===== src/rtl/inval_line_queue_if.sv =====
`default_nettype none
// ============================================================================
// Module      : inval_line_if
// Description : Valid/ready invalidation-address stream. The master drives
//               the address and valid, the slave returns ready.
// Revision    : 1.0 - initial release
// ============================================================================
interface inval_line_if #(
  parameter int unsigned AddrWidth = 64
);
  logic [AddrWidth-1:0] addr;
  logic                 valid;
  logic                 ready;

  modport master (output addr, output valid, input  ready);
  modport slave  (input  addr, input  valid, output ready);
endinterface
`default_nettype wire


===== src/rtl/inval_line_queue.sv =====
`default_nettype none
// ============================================================================
// Module      : inval_line_queue
// Description : Line-granular invalidation FIFO. Aligns each incoming address
//               to a D-cache line, drops a request that repeats the line most
//               recently queued, and buffers up to Depth distinct lines.
// Revision    : 1.0 - initial release
// ============================================================================
module inval_line_queue #(
  parameter int unsigned AddrWidth   = 64,
  parameter int unsigned L1LineWidth = 16,
  parameter int unsigned Depth       = 4,
  parameter int unsigned CntWidth    = 16
) (
  input  logic                clk_i,
  input  logic                rst_ni,
  input  logic                en_i,
  inval_line_if.slave         in_if,
  inval_line_if.master        out_if,
  output logic                empty_o,
  output logic [CntWidth-1:0] drop_cnt_o
);

  localparam int unsigned          c_PTR_W     = $clog2(Depth);
  localparam logic [AddrWidth-1:0] c_LINE_MASK = ~(AddrWidth'(L1LineWidth - 1));
  localparam logic [c_PTR_W:0]     c_DEPTH     = (c_PTR_W + 1)'(Depth);
  localparam logic [c_PTR_W:0]     c_ONE       = (c_PTR_W + 1)'(1);

  logic [AddrWidth-1:0] r_mem [Depth];
  logic [c_PTR_W-1:0]   r_wr_ptr;
  logic [c_PTR_W-1:0]   r_rd_ptr;
  logic [c_PTR_W:0]     r_count;
  logic [AddrWidth-1:0] r_last_line;
  logic                 r_last_vld;
  logic [CntWidth-1:0]  r_drop_cnt;

  logic [AddrWidth-1:0] w_line;
  logic                 w_tail_match;
  logic                 w_pop;
  logic                 w_hit;
  logic                 w_in_ready;
  logic                 w_push;
  logic                 w_drop;

  // Line alignment, tail compare and handshake decode.
  // Input ready uses the tail match without the drain term: the drain term
  // only matters at count==1, where the queue is never full, so ready carries
  // no path from the downstream ready.
  always_comb begin
    w_line       = in_if.addr & c_LINE_MASK;
    w_tail_match = r_last_vld && (w_line == r_last_line);
    w_pop        = (r_count != '0) && out_if.ready;
    w_hit        = w_tail_match && !((r_count == c_ONE) && w_pop);
    w_in_ready   = en_i ? ((r_count < c_DEPTH) || w_tail_match) : 1'b1;
    w_push       = in_if.valid && w_in_ready && en_i && !w_hit;
    w_drop       = in_if.valid && w_in_ready && en_i && w_hit;
  end

  // Storage, pointers, occupancy and tail tracking.
  always_ff @(posedge clk_i or negedge rst_ni) begin
    if (!rst_ni) begin
      for (int i = 0; i < int'(Depth); i++) r_mem[i] <= '0;
      r_wr_ptr    <= '0;
      r_rd_ptr    <= '0;
      r_count     <= '0;
      r_last_line <= '0;
      r_last_vld  <= 1'b0;
    end else begin
      if (w_push) begin
        r_mem[r_wr_ptr] <= w_line;
        r_wr_ptr        <= r_wr_ptr + c_PTR_W'(1);
        r_last_line     <= w_line;
        r_last_vld      <= 1'b1;
      end else if (w_pop && (r_count == c_ONE)) begin
        r_last_vld <= 1'b0;
      end
      if (w_pop) r_rd_ptr <= r_rd_ptr + c_PTR_W'(1);
      case ({w_push, w_pop})
        2'b10:   r_count <= r_count + c_ONE;
        2'b01:   r_count <= r_count - c_ONE;
        default: r_count <= r_count;
      endcase
    end
  end

  // Saturating count of duplicate-line drops.
  always_ff @(posedge clk_i or negedge rst_ni) begin
    if (!rst_ni) begin
      r_drop_cnt <= '0;
    end else if (w_drop && (r_drop_cnt != '1)) begin
      r_drop_cnt <= r_drop_cnt + CntWidth'(1);
    end
  end

  // Output drive straight from state.
  always_comb begin
    in_if.ready  = w_in_ready;
    out_if.valid = (r_count != '0);
    out_if.addr  = r_mem[r_rd_ptr];
    empty_o      = (r_count == '0);
    drop_cnt_o   = r_drop_cnt;
  end

endmodule
`default_nettype wire


===== src/flat_wrapper.sv =====
// flat-port wrapper written by rule: the top's interface ports become plain ports
module inval_line_queue_flat 
#(
  parameter int unsigned AddrWidth   = 64,
  parameter int unsigned L1LineWidth = 16,
  parameter int unsigned Depth       = 4,
  parameter int unsigned CntWidth    = 16
)
  (clk_i, rst_ni, en_i, empty_o, drop_cnt_o, in_if_addr, in_if_valid, in_if_ready, out_if_addr, out_if_valid, out_if_ready);
  inval_line_if #(.AddrWidth(AddrWidth)) in_if_i ();
  inval_line_if #(.AddrWidth(AddrWidth)) out_if_i ();
  input  logic clk_i;
  input  logic rst_ni;
  input  logic en_i;
  output logic empty_o;
  output logic [CntWidth-1:0] drop_cnt_o;
  input wire logic [$bits(in_if_i.addr)-1:0] in_if_addr;
  input wire logic [$bits(in_if_i.valid)-1:0] in_if_valid;
  output wire logic [$bits(in_if_i.ready)-1:0] in_if_ready;
  output wire logic [$bits(out_if_i.addr)-1:0] out_if_addr;
  output wire logic [$bits(out_if_i.valid)-1:0] out_if_valid;
  input wire logic [$bits(out_if_i.ready)-1:0] out_if_ready;
  assign in_if_i.addr = in_if_addr;
  assign in_if_i.valid = in_if_valid;
  assign in_if_ready = in_if_i.ready;
  assign out_if_addr = out_if_i.addr;
  assign out_if_valid = out_if_i.valid;
  assign out_if_i.ready = out_if_ready;
  inval_line_queue #(.AddrWidth(AddrWidth), .L1LineWidth(L1LineWidth), .Depth(Depth), .CntWidth(CntWidth)) u_core (.clk_i(clk_i), .rst_ni(rst_ni), .en_i(en_i), .in_if(in_if_i), .out_if(out_if_i), .empty_o(empty_o), .drop_cnt_o(drop_cnt_o));
endmodule

===== config.mk =====
export PLATFORM = sky130hd
export DESIGN_NAME = inval_line_queue_flat
export DESIGN_NICKNAME = d
export VERILOG_FILES = /design/src/rtl/inval_line_queue_if.sv /design/src/rtl/inval_line_queue.sv /design/src/flat_wrapper.sv
export SDC_FILE = /design/constraint.sdc
export NUM_CORES = 1
export LEC_CHECK = 0
export CORE_UTILIZATION = 40
export DETAILED_ROUTE_END_ITERATION = 8
export GPL_TIMING_DRIVEN = 0
export HOLD_SLACK_MARGIN = 0.02
export SYNTH_ARGS = -nofsm -noshare
export SYNTH_HDL_FRONTEND = slang
export SYNTH_SLANG_ARGS = --single-unit
export TNS_END_PERCENT = 50

===== constraint.sdc =====
create_clock -name clk_i -period 3.5 [get_ports clk_i]
set_input_delay 0.7 -clock clk_i [delete_from_list [all_inputs] [get_ports clk_i]]
set_output_delay 0.7 -clock clk_i [all_outputs]
set_load 0.1 [all_outputs]

# Word level (Yosys, flattened, before mapping)
# Cells that the tools add are included.
[word_totals]
ff_bits = 340
input_bits = 69
output_inout_bits = 83
[op_classes]
addsub = 5
magnitude_cmp = 4
n_eq_ne = 5
n_mux = 10
n_bitwise = 2
n_reduce_logical = 17
[op_table]
columns = ["operator", "n"]
rows = [
  ["256-bit bitwise mux", 1],
  ["64-bit 2-to-1 mux", 3],
  ["64-bit binary-select mux with 2-bit select", 1],
  ["64-bit demux with 2-bit select", 1],
  ["60-bit equality test", 1],
  ["16-bit by 1-bit adder with 16-bit output (second input constant)", 1],
  ["16-bit != test (second input constant)", 1],
  ["1-bit logical AND", 10],
  ["3-bit greater-or-equal comparator (second input constant)", 2],
  ["2-bit inverter with 3-bit output", 2],
  ["3-bit one-hot mux with 2 select lines", 1],
  ["2-bit by 1-bit adder with 2-bit output (second input constant)", 2],
  ["2-bit nonzero test", 2],
  ["3-bit by 1-bit adder with 3-bit output (second input constant)", 1],
  ["3-bit by 1-bit equality test with 1-bit output (second input constant)", 1],
  ["3-bit logical NOT", 1],
  ["3-bit by 1-bit less-than comparator with 1-bit output (second input constant)", 1],
  ["3-bit less-than comparator (second input constant)", 1],
  ["1-bit 2-to-1 mux", 3],
  ["3-bit nonzero test", 1],
  ["3-bit by 1-bit subtractor with 3-bit output (second input constant)", 1],
  ["2-bit by 1-bit equality test with 1-bit output (second input constant)", 1],
  ["2-bit equality test (second input constant)", 1],
  ["1-bit logical NOT", 2],
  ["1-bit logical OR", 1],
]

# Longest topological paths before layout
[depth]
ltp_word = 9
ltp_mapped = 12
ltp_nobuf = 10

# Worst setup path before layout
# Ideal clock, no wire load.
[synth_path]
path_type = "input-to-output"
from = "in in_if_addr[28]"
to = "out in_if_ready"
arrival_time_ns = 2.753
required_time_ns = 2.800
path_slack_ns = 0.047
path_stages = 7
path_buffers = 1
path_cell_list = "xnor2_1 nand2_1 or3b_1 nor4_1 nand3_2 clkbuf_1 nand3_1"
[synth_via]
elab_chain_cells = 4
[synth_rtl]
columns = ["element", "line", "rtl"]
rows = [
  ["start: declaration", "flat_wrapper.sv:17", "input wire logic [$bits(in_if_i.addr)-1:0] in_if_addr;"],
  ["60-bit equality test", "inval_line_queue.sv:51", "w_tail_match = r_last_vld && (w_line == r_last_line);"],
  ["1-bit logical AND", "inval_line_queue.sv:51", ""],
  ["1-bit logical OR", "inval_line_queue.sv:54", "w_in_ready = en_i ? ((r_count < c_DEPTH) || w_tail_match) : 1'b1;"],
  ["1-bit 2-to-1 mux", "inval_line_queue.sv:54", ""],
  ["end: declaration", "flat_wrapper.sv:19", "output wire logic [$bits(in_if_i.ready)-1:0] in_if_ready;"],
]
# No other way between the ends.

# Final worst setup path
[layout_path]
from = "in in_if_addr[6]"
to = "out in_if_ready"
# The elaborated chain is that of the path after synthesis.

==> results.md <==
* Relative slew slack at 34.7%
* Worst setup SP type: primary input
* Synth top area share at 55.0%
* Slew Limit Fails at 0
* CTS max path bufs at 3
* Die X at roughly 190 um
* WP data required at 2.80 ns
* Die Y at 194 um
* Reg2Reg Depth at 12
* Number of CTS-inserted buffers at 36
* Cell area after synthesis at 0.0147 sq mm
* Total grt overflow at 0
* Ports at roughly 150
* CP max FO at 10
* Hold Violations, Final at 0
* Setup TNS at 0 ns
* Post-synth EDFFs at 0
* Met1 global-route usage at 28.3%
* Yosys top cell by area: dfrtp_1
* Clock sink total at 324
* Final HPWL DP at about 26000 um
* CP Class: in2out
* Crit path time final at 3.49 ns
* Die footprint at 0.0376 sq mm
* Max-capacitance violation count at 0
* Grt peak-use layer: met2
* Reg2reg setup slack at ~0.4 ns
* Seq/Total Area, Yosys at a little over half
* Finished Cell Area at 0.0186 sq mm
* DRC Markers at 0
* Area growth from synthesis to layout at 26.4%
* Layout cells sized above 1 at 39.7%
* Post-CTS Hold Buffers at 0
* Top FF cell, synth: dfrtp_1
* Iteration-0 DRC Markers at 492
* Syn avg cell area at ~14 sq um
* FF+latch count, synth at between 300 and 400
* Met3 Track Usage GR at 3.30%
* Routability cong. at a little over 0.9
* Root Driver: clkbuf_16
* Crit Reg-Reg Startpoint: u_core.r_last_line[28]
* Hold Path Class: in2async
* Pre-Repair DR Iteration Count at 5
* Synth unique cells at 39
* Core Rows at 69
* Slew at the pin closest to its max-slew limit at 0.976 ns
* Drt wl/cell at 21.2 um
* Total GRT Usage at 20.2%
* Initial Utilization at approximately two fifths
* Htree depth at 2
* Grt met2 use at between 30% and 40%
* CORE AREA at 0.0359 sq mm
* CTS tree: done
* Max Clock Freq at 0.287 GHz
* First-pass GRT wire length at 58200 um
* Vias per inst at 5.39
* Status: completed
* CTS clk-pin slew, worst paths at approximately 0.05 ns
* Final worst clock skew at around 0.018 ns
* DR vias at approximately 9400
* Antenna-violating nets left at 0
* Area post-placement at between 0.015 and 0.02 sq mm
* IO buf count at 142
* Final setup vio count at 0
* Ranking of synthesized cells by area: dfrtp_1 (55%), mux2_2 (18%), mux4_2 (9.2%)
* NumNets Final at 1333
* RSZ-0062 raised after global routing: true
* Vias in the first global route at about 9800
* R2R Path End: u_core.r_count[2]
* Antenna violations before repair at 3
* Crit end category: primary output
* Worst skew pair latency at ~0.53 ns
* Largest net degree at the start of global routing at 97
* Async set-reset flop share out of synthesis at 100%
* Post-Synthesis Cells at 1061
* Worst endpoint data arrival time at 2.79 ns
* Synth warn at 0
* Final WL at 37000 um
* Period utilization at 99.7%
[final cells by class]
class,count,area (sq um)
inverters,29,109
fillers,3111,17300
clock inverters,12,143
flip-flops and latches,324,8110
repair buffers,152,1700
well taps,461,577
multi-input cells,651,6570
clock buffers,54,1040
diodes,2,5.00
plain buffers,60,378
[state kept, by name, indices dropped and copies added, names as in the netlist]
register	flops
u_core.drop_cnt_o	16
u_core.r_count	3
u_core.r_last_line	60
u_core.r_last_vld	1
u_core.r_mem	240
u_core.r_rd_ptr	2
u_core.r_wr_ptr	2
[worst max-delay path, stage by stage]
cell             delay, ns
clkdlybuf4s50_1       0.54
nand2b_1              0.19
o2111ai_1             0.14
nor4_1                0.28
and4_2                0.31
nand3_4               0.13
buf_6                 0.18
nand3_1               0.13
buf_12                0.19
[cell usage in the layout, fill, tap and decap left out, types with 24 or more instances in the layout]
master,n
buf_4,24
o21ai_0,66
clkbuf_1,24
inv_1,26
xnor2_2,31
clkbuf_16,37
clkdlybuf4s50_1,49
mux2_2,233
clkdlybuf4s15_2,59
mux4_2,60
nand2b_1,25
dfrtp_1,324
dlymetal6s2s_1,26
nand2_1,76
[cell families after synthesis]
kind of cell	Yosys count	synth area share, %
fa+ha+maj	10	0.849
mux	305	27.8
xor+xnor	62	3.68
flops	324	55.0
buf+inv	89	2.84
other cells	1	0.0254
simple gates	183	6.36
compound gates	87	3.44
[cells in the mapped netlist (all sizes together) (6+ instances only)]
master,instances
nand2,76
nand3,12
mux4,60
nand2b,27
o2111ai,10
nand4,21
mux2i,8
ha,10
clkbuf,20
xnor2,44
and2,6
nor3,10
mux2,237
xor2,18
inv,29
o21ai,67
buf,40
dfrtp,324
nor2,7
nor4,11
[stage by stage]
stage	instances	setup slack, ns	utilization [%]	hold slack, ns
3_3_place_gp	1667	-12.67	46.6	0.457
4_1_cts	1741	-0.192	50.9	0.157
6_report	1745	0.0105	51.9	0.135
3_5_place_dp	1670	-1.60	46.9	0.465
5_1_grt	1744	-0.0414	51.9	0.177
2_1_floorplan	1064	0.0471	-	0.404
[worst max path at each step]
stage                   endpoint                from  slack (ns)
2_1_floorplan        in_if_ready      in_if_addr[28]        0.05
3_3_place_gp   u_core.r_mem[106]              rst_ni      -12.67
3_5_place_dp         in_if_ready      in_if_addr[45]       -1.60
4_1_cts              in_if_ready      in_if_addr[55]       -0.19
5_1_grt          out_if_addr[27]  u_core.r_rd_ptr[1]       -0.04
6_report             in_if_ready       in_if_addr[6]        0.01
[layer usage]
metal	part of all wire (%)	wire [um]	vias up
met2	48	17700	245
met3	5.1	1880	63
met1	45	16600	4858
met4	2.2	810	0
met5	0	0	-
li1	-	-	4245
[what timing repair did]
action | in CTS | in global routing
setup endpoints to repair | 229 | 188
pin swaps | 5 | 19
setup buffers | 5 | 2
resized for setup | 242 | 81
Power is not shown: default switching activity piles up to over one toggle a cycle in this logic, so the estimate is an artifact.
